`src/rtl/wfg_stim_mem_reg_pkg.sv`:
```
// Shared offsets, field widths, reset values and channel register type for the stimulus-memory register block.
package wfg_stim_mem_reg_pkg;

    localparam logic [3:0] OFF_CTRL  = 4'h0;
    localparam logic [3:0] OFF_START = 4'h4;
    localparam logic [3:0] OFF_END   = 4'h8;
    localparam logic [3:0] OFF_INC   = 4'hC;
    localparam logic [7:0] ADR_DONE  = 8'h80;

    localparam int START_W = 16;
    localparam int END_W   = 16;
    localparam int INC_W   = 8;

    localparam logic               EN_RST      = 1'b0;
    localparam logic [START_W-1:0] START_RST   = '0;
    localparam logic [END_W-1:0]   END_RST     = '0;
    localparam logic [INC_W-1:0]   INC_RST_DEF = 8'h01;

    typedef struct packed {
        logic               en;
        logic [START_W-1:0] start_val;
        logic [END_W-1:0]   end_val;
        logic [INC_W-1:0]   inc_val;
    } chan_regs_t;

endpackage

```
`src/rtl/wfg_stim_mem_reg_chan.sv`:
```
// One channel's CTRL/START/END/INC registers with byte-lane writes and a combinational read mux.
// Write commits on the edge where wr is high; no backpressure of its own.
module wfg_stim_mem_reg_chan
    import wfg_stim_mem_reg_pkg::*;
#(
    parameter logic [INC_W-1:0] INC_RST = INC_RST_DEF
) (
    input  logic        clk,
    input  logic        rst,
    input  logic        wr,
    input  logic [3:0]  off,
    input  logic [3:0]  sel,
    input  logic [31:0] wdat,
    output chan_regs_t  regs,
    output logic [31:0] rdat
);

    // Upper lanes/bits never reach a field narrower than 17 bits.
    logic unused_bits;
    assign unused_bits = ^{wdat[31:16], sel[3:2]};

    always_ff @(posedge clk) begin
        if (rst) begin
            regs.en        <= EN_RST;
            regs.start_val <= START_RST;
            regs.end_val   <= END_RST;
            regs.inc_val   <= INC_RST;
        end else if (wr) begin
            case (off)
                OFF_CTRL: begin
                    if (sel[0]) regs.en <= wdat[0];
                end
                OFF_START: begin
                    if (sel[0]) regs.start_val[7:0]  <= wdat[7:0];
                    if (sel[1]) regs.start_val[15:8] <= wdat[15:8];
                end
                OFF_END: begin
                    if (sel[0]) regs.end_val[7:0]  <= wdat[7:0];
                    if (sel[1]) regs.end_val[15:8] <= wdat[15:8];
                end
                OFF_INC: begin
                    if (sel[0]) regs.inc_val <= wdat[7:0];
                end
                default: ;
            endcase
        end
    end

    always_comb begin
        rdat = '0;
        case (off)
            OFF_CTRL:  rdat = {31'b0, regs.en};
            OFF_START: rdat = 32'(regs.start_val);
            OFF_END:   rdat = 32'(regs.end_val);
            OFF_INC:   rdat = 32'(regs.inc_val);
            default:   rdat = '0;
        endcase
    end

endmodule

```
`src/rtl/wfg_stim_mem_multi_reg.sv`:
```
// Wishbone register block for NCH stimulus channels plus sticky W1C DONE; optional wbs_err_o under WFG_STIM_MEM_REG_ERR_EN.
// One-cycle registered ack/read data; a held strobe is served every second cycle.
module wfg_stim_mem_multi_reg
    import wfg_stim_mem_reg_pkg::*;
#(
    parameter int         NCH     = 4,
    parameter int         BUSW    = 32,
    parameter logic [7:0] INC_RST = INC_RST_DEF
) (
    input  logic                 wb_clk_i,
    input  logic                 wb_rst_i,
    input  logic                 wbs_stb_i,
    input  logic                 wbs_cyc_i,
    input  logic                 wbs_we_i,
    input  logic [BUSW/8-1:0]    wbs_sel_i,
    input  logic [BUSW-1:0]      wbs_dat_i,
    input  logic [BUSW-1:0]      wbs_adr_i,
    output logic                 wbs_ack_o,
`ifdef WFG_STIM_MEM_REG_ERR_EN
    output logic                 wbs_err_o,
`endif
    output logic [BUSW-1:0]      wbs_dat_o,
    input  logic [NCH-1:0]       done_i,
    output logic [NCH-1:0]       ctrl_en_q_o,
    output logic [16*NCH-1:0]    start_val_q_o,
    output logic [16*NCH-1:0]    end_val_q_o,
    output logic [8*NCH-1:0]     inc_val_q_o
);

    logic            req;
    logic            wr;
    logic            rd;
    logic            ch_hit;
    logic            done_hit;
    logic            mapped;
    logic [NCH-1:0]  done_q;
    logic [NCH-1:0]  done_clr;
    logic [BUSW-1:0] rd_mux;
    logic [BUSW-1:0] ch_rdat [NCH];
    chan_regs_t      ch_regs [NCH];

    logic unused_adr;
    assign unused_adr = ^wbs_adr_i[1:0];

    // The in-flight response blocks a new request, so a held strobe cannot commit twice.
`ifdef WFG_STIM_MEM_REG_ERR_EN
    assign req = wbs_stb_i & wbs_cyc_i & ~wbs_ack_o & ~wbs_err_o;
`else
    assign req = wbs_stb_i & wbs_cyc_i & ~wbs_ack_o;
`endif
    assign wr  = req & wbs_we_i;
    assign rd  = req & ~wbs_we_i;

    assign ch_hit   = (wbs_adr_i[BUSW-1:7] == '0) && (int'(wbs_adr_i[6:4]) < NCH);
    assign done_hit = (wbs_adr_i[BUSW-1:8] == '0) && (wbs_adr_i[7:2] == ADR_DONE[7:2]);
    assign mapped   = ch_hit | done_hit;

    for (genvar c = 0; c < NCH; c++) begin : g_ch
        wfg_stim_mem_reg_chan #(
            .INC_RST (INC_RST)
        ) u_chan (
            .clk  (wb_clk_i),
            .rst  (wb_rst_i),
            .wr   (wr && ch_hit && (wbs_adr_i[6:4] == 3'(c))),
            .off  ({wbs_adr_i[3:2], 2'b00}),
            .sel  (wbs_sel_i),
            .wdat (wbs_dat_i),
            .regs (ch_regs[c]),
            .rdat (ch_rdat[c])
        );

        assign ctrl_en_q_o[c]            = ch_regs[c].en;
        assign start_val_q_o[16*c +: 16] = ch_regs[c].start_val;
        assign end_val_q_o[16*c +: 16]   = ch_regs[c].end_val;
        assign inc_val_q_o[8*c +: 8]     = ch_regs[c].inc_val;
    end

    always_comb begin
        rd_mux = '0;
        if (done_hit) begin
            rd_mux[NCH-1:0] = done_q;
        end else if (ch_hit) begin
            for (int c = 0; c < NCH; c++) begin
                if (wbs_adr_i[6:4] == 3'(c)) rd_mux = ch_rdat[c];
            end
        end
    end

    assign done_clr = (wr && done_hit && wbs_sel_i[0]) ? wbs_dat_i[NCH-1:0] : '0;

    always_ff @(posedge wb_clk_i) begin
        if (wb_rst_i) begin
            wbs_ack_o <= 1'b0;
            wbs_dat_o <= '0;
            done_q    <= '0;
        end else begin
`ifdef WFG_STIM_MEM_REG_ERR_EN
            wbs_ack_o <= req & mapped;
`else
            wbs_ack_o <= req;
`endif
            if (rd) wbs_dat_o <= rd_mux;
            // OR-ing the pulse after the clear lets a coincident set win.
            done_q <= (done_q & ~done_clr) | done_i;
        end
    end

`ifdef WFG_STIM_MEM_REG_ERR_EN
    always_ff @(posedge wb_clk_i) begin
        if (wb_rst_i) wbs_err_o <= 1'b0;
        else          wbs_err_o <= req & ~mapped;
    end
`else
    logic unused_mapped;
    assign unused_mapped = mapped;
`endif

endmodule

```
`config.mk`:
```
export PLATFORM = sky130hd
export DESIGN_NAME = wfg_stim_mem_multi_reg
export DESIGN_NICKNAME = d
export VERILOG_FILES = /design/src/rtl/wfg_stim_mem_reg_pkg.sv /design/src/rtl/wfg_stim_mem_reg_chan.sv /design/src/rtl/wfg_stim_mem_multi_reg.sv
export SDC_FILE = /design/constraint.sdc
export NUM_CORES = 1
export LEC_CHECK = 0
export BUFFER_PORTS_ARGS = -buffer_cell sky130_fd_sc_hd__buf_2
export CELL_PAD_IN_SITES_DETAIL_PLACEMENT = 0
export CELL_PAD_IN_SITES_GLOBAL_PLACEMENT = 2
export CORE_MARGIN = 4
export CORE_UTILIZATION = 26
export CTS_CLUSTER_SIZE = 20
export DETAILED_ROUTE_END_ITERATION = 10
export PLACE_DENSITY = 0.75
export SYNTH_ARGS = -nofsm -noshare
export SYNTH_HDL_FRONTEND = slang
export SYNTH_SLANG_ARGS = --single-unit
```
`constraint.sdc`:
```
create_clock -name wb_clk_i -period 2.2 [get_ports wb_clk_i]
set_clock_uncertainty 0.15 [all_clocks]
set_input_delay 0.44 -clock wb_clk_i [delete_from_list [all_inputs] [get_ports wb_clk_i]]
set_output_delay 0.44 -clock wb_clk_i [all_outputs]
set_load 0.02 [all_outputs]
```
==> flow_summary_export.csv, run 1 <==
group,metric,value,unit
sta,tns,0,ns
final_layout,fill_cells,3428,
route,antenna_left,0,
clock_network,cts.clk_slew.worst_paths,0.08,ns
sta,final-setup-viol-count,0,
hold_path,min_from,"done_i[0]",
final_layout,final_layout_size_suffix_gt1_share,36.4,%
sta,grt_setup_unrepaired,"false",
global_route,grt_max_degree,65,
synthesis,synth_ff_type,"dfxtp_1",
global_route,grt_pass1_wl,52.4,mm
worst_setup_path,crit_path_start,"wbs_adr_i[21]",
power_and_ir_drop,pwr-share-comb,7.5,%
worst_setup_path,crit_type,"primary input to flop",
route,post-route-drc-count,0,
power_and_ir_drop,leakagePower,4.98,nW
placement,gp_congestion,0.790,
floorplanning,fp.dieArea,35700,µm²
placement,io_buffers,237,
power_and_ir_drop,intPower,5.26,mW
power_and_ir_drop,swShare,26.2,%
floorplanning,fp.dieH,189,µm
route,viasPerCell,4.89,
synthesis,syn_avg_cell_area,8.55,µm²
worst_setup_path,critical_path.most_common_cell,"buf_12",
global_route,grt_pass1_vias,8067,
clock_network,insertion_delay,0.45,ns
outcome,status,"finished clean",
worst_setup_path,crit_required,2.37,ns
final_layout,area_growth_syn_to_layout,37.5,%
worst_setup_path,setup.worst_path.end,"g_ch[1].u_chan.regs[20]",
synthesis,synth_area,8520,µm²
route,vias,8544,
synthesis,synth.distinct_cells,47,
synthesis,seq_area_frac_synth,43.5,%
floorplanning,ios,274,
synthesis,yosys_register_bits,185,
sta,hold_viol,0,
final_layout,final_cells,1749,
synthesis,synth_edf_count,0,
route,wl_per_cell,20.0,µm
final_layout,finalNetCount,1371,
sta,whs,0.108,ns
placement,place_inst,1717,
clock_network,cts_buffers,17,
placement,dp_hpwl,25.7,mm
global_route,antenna_found_initial,1,
route,dr.first_iter.drc_count,674,
sta,max_freq,484,MHz
worst_setup_path,rr_endpoint,"g_ch[1].u_chan.regs[3]",
global_route,grt_usage,19.1,%
floorplanning,num_rows,66,
sta,fin_crit_sh,94.0,%
final_layout,final_common_cell,"nand2_1",
power_and_ir_drop,ir_worst_vdd,402,µV
worst_setup_path,cp_num_cells,9,
sta,period_needed,2.07,ns
worst_setup_path,path_max_fanout,25,
power_and_ir_drop,netSwitchingPower,1.86,mW
clock_network,root_buffer,"clkbuf_16",
final_layout,seq_area,3700,µm²
clock_network,postCtsSetupRepairBufs,0,
floorplanning,initial_core_util,26.3,%
synthesis,async_flop_share,0,%
final_layout,final_cell_mix,"nand2_1 (240), buf_2 (236), dfxtp_1 (185), a21oi_1 (129), buf_4 (120)",
clock_network,htree_num_levels,4,
worst_setup_path,slowest_stage,"nor4_2",
power_and_ir_drop,power,7.12,mW
global_route,overflow,0,
synthesis,yosys_warnings,0,
sta,final_max_slew_viol_count,0,
worst_setup_path,regToRegSetupSlack,0.14,ns
route,first_pass_iters,5,
power_and_ir_drop,power_frac_seq,47.1,%
worst_setup_path,r2r_start,"wbs_ack_o",
worst_setup_path,arrival,2.24,ns
worst_setup_path,cp_top_family,"simple AND/OR/NAND/NOR gates",
power_and_ir_drop,clkPwrFrac,45.4,%
worst_setup_path,cpPeakStageDelay,0.41,ns
synthesis,synth_cells,997,
route,drt_wl_total,35.0,mm
final_layout,multi_input_area,4540,µm²
floorplanning,core,32500,µm²
worst_setup_path,crit_chain,"buf_2 -> nor4_2 -> nand4_4 -> buf_12 -> buf_12 -> nor4_4 -> buf_12 -> mux2i_1 -> nor2_1",
clock_network,cts_tree,"done",
clock_network,cts_buffer_depth,2,
worst_setup_path,path_buf_inv,4,
worst_setup_path,cp-start-kind,"primary input",
clock_network,clock_sinks,185,
worst_setup_path,worstRegToRegCells,7,
power_and_ir_drop,p_per_area,608,nW/µm²
hold_path,hold_class,"primary input to flop",
run,max-cap-violations,0,
worst_setup_path,end_kind,"flop",
floorplanning,die_w,189,µm
## how the worst min path moves through the flow
| stage | to | slack [ns] | cells after the start |
|---|---|---|---|
| global route | done_q[3] | 0.11 | 3 |
| floorplan | done_q[3] | 0.32 | 2 |
| detailed placement | wbs_dat_o[15] | 0.29 | 2 |
| global placement | wbs_dat_o[14] | 0.28 | 2 |
| CTS | done_q[0] | 0.09 | 3 |
| finish | done_q[0] | 0.11 | 3 |
## power groups by stage
stage	logic [mW]	clock network (mW)	registers, mW
2_1_floorplan	0.309	0	3.44
3_3_place_gp	0.527	0	3.44
3_5_place_dp	0.530	0	3.44
4_1_cts	0.532	3.30	3.36
5_1_grt	0.574	3.43	3.36
6_report	0.535	3.23	3.36
## synthesized netlist by cell type, types with 2 or more instances
library cell  count  area [µm²]
buf_4            19         143
or4_1            14         105
a221o_1           4        40.0
a221oi_1         42         368
nand4b_1          3        26.3
buf_2            10        50.1
mux2i_1          48         480
nor4_2            6        75.1
nor2_1           65         244
nor4_1            9        56.3
a21oi_1         129         646
nor3_2            2        20.0
o31ai_1           4        30.0
mux2_2           29         327
nand2_1         243         912
nor2b_1           4        25.0
nand4_1           3        18.8
nor4_4           15         319
a22oi_1          16         120
nand3_2           2        20.0
nand3_1           2        10.0
o21ai_1           8        40.0
nor3_1           11        55.1
buf_1            11        41.3
a211oi_1          7        52.6
o21ai_0           8        40.0
and4b_1           5        50.1
nand2b_1          8        50.1
mux4_2            3        67.6
a31oi_1           3        18.8
dfxtp_1         185        3700
clkbuf_1         64         240
## metrics by stage
step                      instance area (µm²)  utilization [%]  worst slack, ns
after floorplan                          8740                -           -0.102
final                                   11700             36.1            0.132
after global placement                  11100             34.2           -0.310
after global routing                    11700             36.1          0.00328
after detailed placement                11100             34.2           -0.349
after CTS                               11700             36.0          0.00777
## cell type report
class / instances / share of cell area (%)
inverters: 1 / 0.0320
diodes: 1 / 0.0214
clock buffers: 17 / 3.63
repair buffers: 368 / 19.7
multi-input cells: 721 / 38.7
well taps: 442 / 4.72
flip-flops and latches: 185 / 31.6
clock inverters: 14 / 1.58
## what timing repair did
action	in CTS	in global routing
gates resized for setup	0	5
hold buffers	0	0
setup endpoints to repair	0	47
## worst reg2reg max path, delay by kind of cell (launching register included)
kind,cells,cell delay (ns)
and+or+nand+nor,4,0.91
DFF,1,0.32
muxes,1,0.19
buffers and inverters,2,0.37
## routing by layer
layer  global-route usage [%]  part of all wire [%]  up-vias
met1                     27.1                    46     4146
met5                        0                     0        -
met4                     4.62                   1.7        0
met3                     3.78                   6.4       21
met2                     30.0                    46      292
li1                         -                     -     4085
## sequential cells by signal, summed over array words and instances (netlist names)
signal            count
wbs_ack_o             1
wbs_dat_o            16
done_q                4
g_ch.u_chan.regs    164
## cells by family after synthesis
kind of cell    after synthesis  share of synthesized area (%)
other cells                   1                         0.0440
flops                       185                           43.5
simple gates                401                           24.3
mux                          80                           10.3
compound gates              224                           16.2
buf+inv                     106                           5.74
Note: power is estimated with default switching activity, not from simulation.
==> run 2, diff against run 1 <==
REMOVE_ABC_BUFFERS = 1   (was not set)
SLEW_MARGIN = 20   (was not set)
==> run 2 against run 1 <==
  * Clock-buffer cell count grew 1
  * Total power shrank 2.4%
  * Sequential cell count is the same
  * Global-route usage shrank 0.50 points
  * Final area shrank 0.63%
  * Routed wire length shrank 1.7%
  * Sequential share of layout area grew 0.21 points
  * Non-clock buffer count grew 3
  * Die area is the same
  * Combinational power grew 3%
  * Largest power group unchanged
==> flow_summary_export.csv, run 2 (synthesis gave the netlist of run 1 again) <==
group,metric,value,unit
placement,pre_cts_slack,-0.314,ns
sta,max_freq,471,MHz
outcome,status,"finished clean",
final_layout,final_area,11600,µm²
worst_setup_path,crit_type,"flop to flop",
floorplanning,ios,274,
sta,final-setup-viol-count,0,
floorplanning,core,32500,µm²
sta,whs,0.112,ns
clock_network,cts.clk_slew.worst_paths,0.07,ns
global_route,overflow,0,
final_layout,area_growth_syn_to_layout,36.6,%
power_and_ir_drop,ir_worst_vdd,530,µV
global_route,grt_usage,18.6,%
route,antenna_left,0,
sta,finalWorstSetupSlack,0.0770,ns
clock_network,htree_num_levels,4,
sta,fin_crit_sh,96.5,%
route,vias,8444,
clock_network,clock_sinks,185,
sta,grt_setup_unrepaired,"true",
final_layout,reg_top3,"g_ch.u_chan.regs (164), wbs_dat_o (16), done_q (4)",
floorplanning,initial_core_util,26.3,%
power_and_ir_drop,power,6.95,mW
worst_setup_path,crit_required,2.35,ns
global_route,antenna_found_initial,2,
floorplanning,die_w,189,µm
route,first_pass_iters,5,
clock_network,cts_buffers,17,
worst_setup_path,arrival,2.27,ns
floorplanning,fp.dieH,189,µm
clock_network,hold_buffers,0,
placement,io_buffers,237,
global_route,grt_pass1_vias,8112,
placement,dp_hpwl,25.4,mm
worst_setup_path,cpPeakStageDelay,0.46,ns
sta,tightestPinTransition,1.04,ns
final_layout,top_register,"g_ch.u_chan.regs",
sta,slew_headroom,30.1,%
power_and_ir_drop,leakagePower,4.90,nW
final_layout,post-route-util,35.9,%
worst_setup_path,crit_chain,"and4b_2 -> nand2_1 -> buf_4 -> or4_1 -> buf_4 -> nand2_1 -> a21oi_1",
worst_setup_path,slowest_stage,"or4_1",
power_and_ir_drop,p_per_area,597,nW/µm²
sta,period_needed,2.12,ns
route,drt_wl_total,34.4,mm
final_layout,final_common_cell,"nand2_1",
final_layout,finalNetCount,1374,
placement,placed_area,11000,µm²
run,max-cap-violations,0,
final_layout,largest_reg_flops,164,
worst_setup_path,end_kind,"flop",
clock_network,root_buffer,"clkbuf_16",
clock_network,cts_buffer_depth,2,
route,post-route-drc-count,0,
final_layout,final_cell_mix,"nand2_1 (242), buf_2 (236), dfxtp_1 (184), a21oi_1 (129), buf_4 (118)",
final_layout,final_layout_size_suffix_gt1_share,36.3,%
hold_path,hold_class,"primary input to flop",
worst_setup_path,cp-start-kind,"flop",
placement,gp_congestion,0.777,
route,viasPerCell,4.81,
floorplanning,fp.dieArea,35700,µm²
clock_network,cts_tree,"done",
final_layout,fill_cells,3386,
sta,final_max_slew_viol_count,0,
sta,hold_viol,0,
floorplanning,num_rows,66,
route,dr.first_iter.drc_count,522,
route,wl_per_cell,19.6,µm
global_route,grt_pass1_wl,51.3,mm
clock_network,insertion_delay,0.45,ns
worst_setup_path,path_max_fanout,8,
global_route,grt_max_degree,128,
[run 2: changes by cell type in the layout (fill, tap and decap cells not counted), moves of 3 or more]
cell | previous run | this run
nor4_4 | 21 | 15
buf_12 | 10 | 13
nor4_2 | 4 | 9
inv_6 | 2 | 6
[run 2: area by class of cell]
class	instances	area, µm²	share of cell area, %
sequential	185	3700	31.8
tap	442	553	4.75
timing repair buffer	371	2370	20.4
multi-input combinational	721	4440	38.1
clock inverter	14	129	1.11
clock buffer	18	439	3.77
antenna	2	5.00	0.0430
inverter	1	3.75	0.0322
[run 2: worst paths after layout]
| kind | start | endpoint | slack [ns] | depth (start not counted) |
|---|---|---|---|---|
| max | wbs_ack_o | g_ch[2].u_chan.regs[14] | 0.08 | 7 |
| max reg2reg | wbs_ack_o | g_ch[2].u_chan.regs[14] | 0.08 | 7 |
| min | wbs_cyc_i | wbs_ack_o | 0.11 | 3 |
| min reg2reg | wbs_dat_o[13] | wbs_dat_o[13] | 0.30 | 2 |
[run 2: per-layer routing]
| layer | vias up | track usage (%) | wire length (µm) |
|---|---|---|---|
| met4 | 0 | 5.44 | 626 |
| met3 | 30 | 3.30 | 1710 |
| met2 | 240 | 30.2 | 16400 |
| met5 | - | 0 | 0 |
| li1 | 4099 | - | - |
| met1 | 4075 | 25.4 | 15700 |
[run 2: what timing repair did]
item,4_1_cts,5_1_grt
resized for setup,0,11
setup endpoints to repair,0,76
buffers inserted,0,3
[run 2: power breakdown]
| part | switching [mW] | internal, mW |
|---|---|---|
| sequential | 0.00461 | 3.35 |
| clock | 1.51 | 1.53 |
| combinational | 0.365 | 0.187 |
[run 2: critical path: cells and delay by family (launching register included)]
kind            cells  cell delay [ns]
flops               1             0.32
buf+inv             2             0.39
compound gates      1             0.06
simple gates        4             1.05
[run 2: through the flow]
step / setup TNS [ns] / std cells
4_1_cts: 0 / 1749
5_1_grt: -0.128 / 1754
6_report: 0 / 1754
2_1_floorplan: -262.88 / 907
3_5_place_dp: -40.29 / 1717
3_3_place_gp: -46.00 / 1717
==> run 3, diff against run 2 <==
CORE_MARGIN = not set   (was 4)
SETUP_SLACK_MARGIN = 0.1   (was not set)
==> run 3 against run 2 <==
  * Clock-buffer cell count unchanged
  * Critical path depth rose by 2
  * Register-to-register slack got worse by 0.02 ns
  * Worst setup slack got worse by 0.023 ns
  * Fmax is 1.0% lower
  * Non-clock buffer count grew 16
  * Critical path type unchanged
==> flow_summary_export.csv, run 3 (synthesis gave the netlist of run 1 again) <==
group,metric,value,unit
run,max-cap-violations,0,
final_layout,seq_area,3700,µm²
clock_network,cts_buffers,17,
global_route,met2_usage,30.6,%
final_layout,final_common_cell,"buf_2",
final_layout,finalNetCount,1390,
worst_setup_path,cpPeakStageDelay,0.39,ns
power_and_ir_drop,ir_worst_vdd,554,µV
sta,final-setup-viol-count,0,
final_layout,final_area,12200,µm²
floorplanning,fp.dieArea,33500,µm²
clock_network,cts_buffer_depth,2,
floorplanning,initial_core_util,26.7,%
sta,hold_viol,0,
final_layout,area_growth_syn_to_layout,43.6,%
route,drt_wl_total,34.2,mm
floorplanning,core,31900,µm²
placement,io_buffers,237,
sta,slew_headroom,34.4,%
final_layout,final_layout_size_suffix_gt1_share,41.8,%
outcome,status,"finished clean",
power_and_ir_drop,power,6.94,mW
sta,grt_setup_unrepaired,"true",
worst_setup_path,crit_chain,"and4b_2 -> buf_6 -> nand2_8 -> buf_6 -> nor4_4 -> buf_4 -> buf_12 -> mux2i_1 -> nor2_1",
global_route,grt_max_degree,86,
global_route,grt_pass1_wl,49.3,mm
sta,final_max_slew_viol_count,0,
power_and_ir_drop,leakagePower,5.14,nW
hold_path,hold_class,"primary input to flop",
clock_network,root_buffer,"clkbuf_16",
sta,tns,0,ns
floorplanning,num_rows,65,
sta,fin_crit_sh,97.5,%
power_and_ir_drop,pwr-share-comb,8.3,%
placement,place_inst,1721,
worst_setup_path,path_buf_inv,4,
final_layout,reg_top3,"g_ch.u_chan.regs (164), wbs_dat_o (16), done_q (4)",
clock_network,cts_tree,"done",
final_layout,fill_cells,3298,
placement,gp_congestion,0.846,
final_layout,multi_input_area,4750,µm²
route,first_pass_iters,5,
power_and_ir_drop,clkPwrFrac,43.3,%
worst_setup_path,crit_required,2.37,ns
floorplanning,fp.dieH,183,µm
placement,placed_area,11100,µm²
route,wl_per_cell,19.4,µm
worst_setup_path,crit_type,"flop to flop",
global_route,grt_usage,19.7,%
power_and_ir_drop,swShare,27.1,%
global_route,grt_pass1_vias,7882,
final_layout,final_cell_mix,"buf_2 (234), nand2_1 (206), dfxtp_1 (184), a21oi_1 (114), buf_4 (114)",
power_and_ir_drop,intPower,5.06,mW
sta,period_needed,2.15,ns
power_and_ir_drop,p_per_area,567,nW/µm²
route,antenna_left,0,
worst_setup_path,critical_path.most_common_cell,"buf_6",
global_route,globalRoute.busiestLayer,"met2",
placement,dp_hpwl,25.0,mm
final_layout,largest_reg_flops,164,
power_and_ir_drop,power_frac_seq,48.4,%
worst_setup_path,cp_top_family,"simple AND/OR/NAND/NOR gates",
worst_setup_path,path_max_fanout,5,
worst_setup_path,arrival,2.32,ns
floorplanning,die_w,183,µm
worst_setup_path,cp-start-kind,"flop",
route,dr.first_iter.drc_count,625,
worst_setup_path,end_kind,"flop",
global_route,grt_use_met1,27.0,%
worst_setup_path,slowest_stage,"and4b_2",
power_and_ir_drop,netSwitchingPower,1.88,mW
global_route,antenna_found_initial,3,
clock_network,clock_sinks,185,
route,viasPerCell,4.84,
route,post-route-drc-count,0,
clock_network,insertion_delay,0.45,ns
sta,tightestPinTransition,0.980,ns
clock_network,htree_num_levels,4,
final_layout,final_cells,1764,
clock_network,cts.clk_slew.worst_paths,0.08,ns
global_route,grt_use_met3,3.42,%
floorplanning,ios,274,
final_layout,top_register,"g_ch.u_chan.regs",
sta,max_freq,466,MHz
route,vias,8540,
global_route,overflow,0,
-- run 3: cell types whose count changed in the layout (fill, tap and decap cells not counted), moves of 6 or more --
cell | before | now
buf_12 | 13 | 19
a21oi_2 | 0 | 15
or4_4 | 0 | 7
nand2_2 | 2 | 25
a21oi_1 | 129 | 114
or4_1 | 14 | 7
nand2_4 | 0 | 12
nand2_1 | 242 | 206
buf_6 | 4 | 14
-- run 3: per-layer routing --
metal  wire [µm]  vias up
met4         962        0
met2       15800      265
met3        1590       39
met1       15800     4106
li1            -     4130
met5           0        -
-- run 3: final timing paths --
kind,start,endpoint,slack (ns),cells past startpoint
worst min register to register,wbs_dat_o[10],wbs_dat_o[10],0.30,2
worst min-delay path,done_i[1],done_q[1],0.12,3
worst max register to register,wbs_ack_o,g_ch[0].u_chan.regs[4],0.05,9
worst max-delay path,wbs_ack_o,g_ch[0].u_chan.regs[4],0.05,9
-- run 3: area by class of cell --
cell class	count	share of cell area, %
multi-input cells	721	38.8
repair buffers	387	21.8
diodes	3	0.0613
inverters	1	0.0307
well taps	435	4.45
clock inverters	14	1.09
clock buffers	18	3.51
flip-flops and latches	185	30.3
-- run 3: through the flow --
stage	worst slack, ns	hold WS [ns]	util, %
after floorplan	-2.22	0.318	-
after global placement	-0.315	0.287	34.8
after detailed placement	-0.338	0.293	34.8
after CTS	0.0544	0.108	36.6
after global routing	-0.0477	0.106	38.4
final	0.0545	0.125	38.4
-- run 3: worst reg2reg max path: cells and delay by family, from the launching register on --
| family | cells | cell delay (ns) |
|---|---|---|
| buffers and inverters | 4 | 0.61 |
| flip-flops | 1 | 0.32 |
| multiplexers | 1 | 0.19 |
| AND/OR/NAND/NOR | 4 | 0.76 |
-- run 3: power groups by stage --
stage / logic (mW) / registers, mW / clock network (mW)
after global placement: 0.548 / 3.44 / 0
after detailed placement: 0.550 / 3.44 / 0
final: 0.576 / 3.36 / 3.00
after floorplan: 0.157 / 3.44 / 0
after CTS: 0.552 / 3.36 / 3.07
after global routing: 0.614 / 3.36 / 3.21
-- run 3: timing repair --
action,in CTS,in global routing
pin swaps,0,33
endpoints found under the setup margin,40,136
buffers inserted,0,7
cloned,0,1
hold buffers,0,0
gates resized for setup,3,119
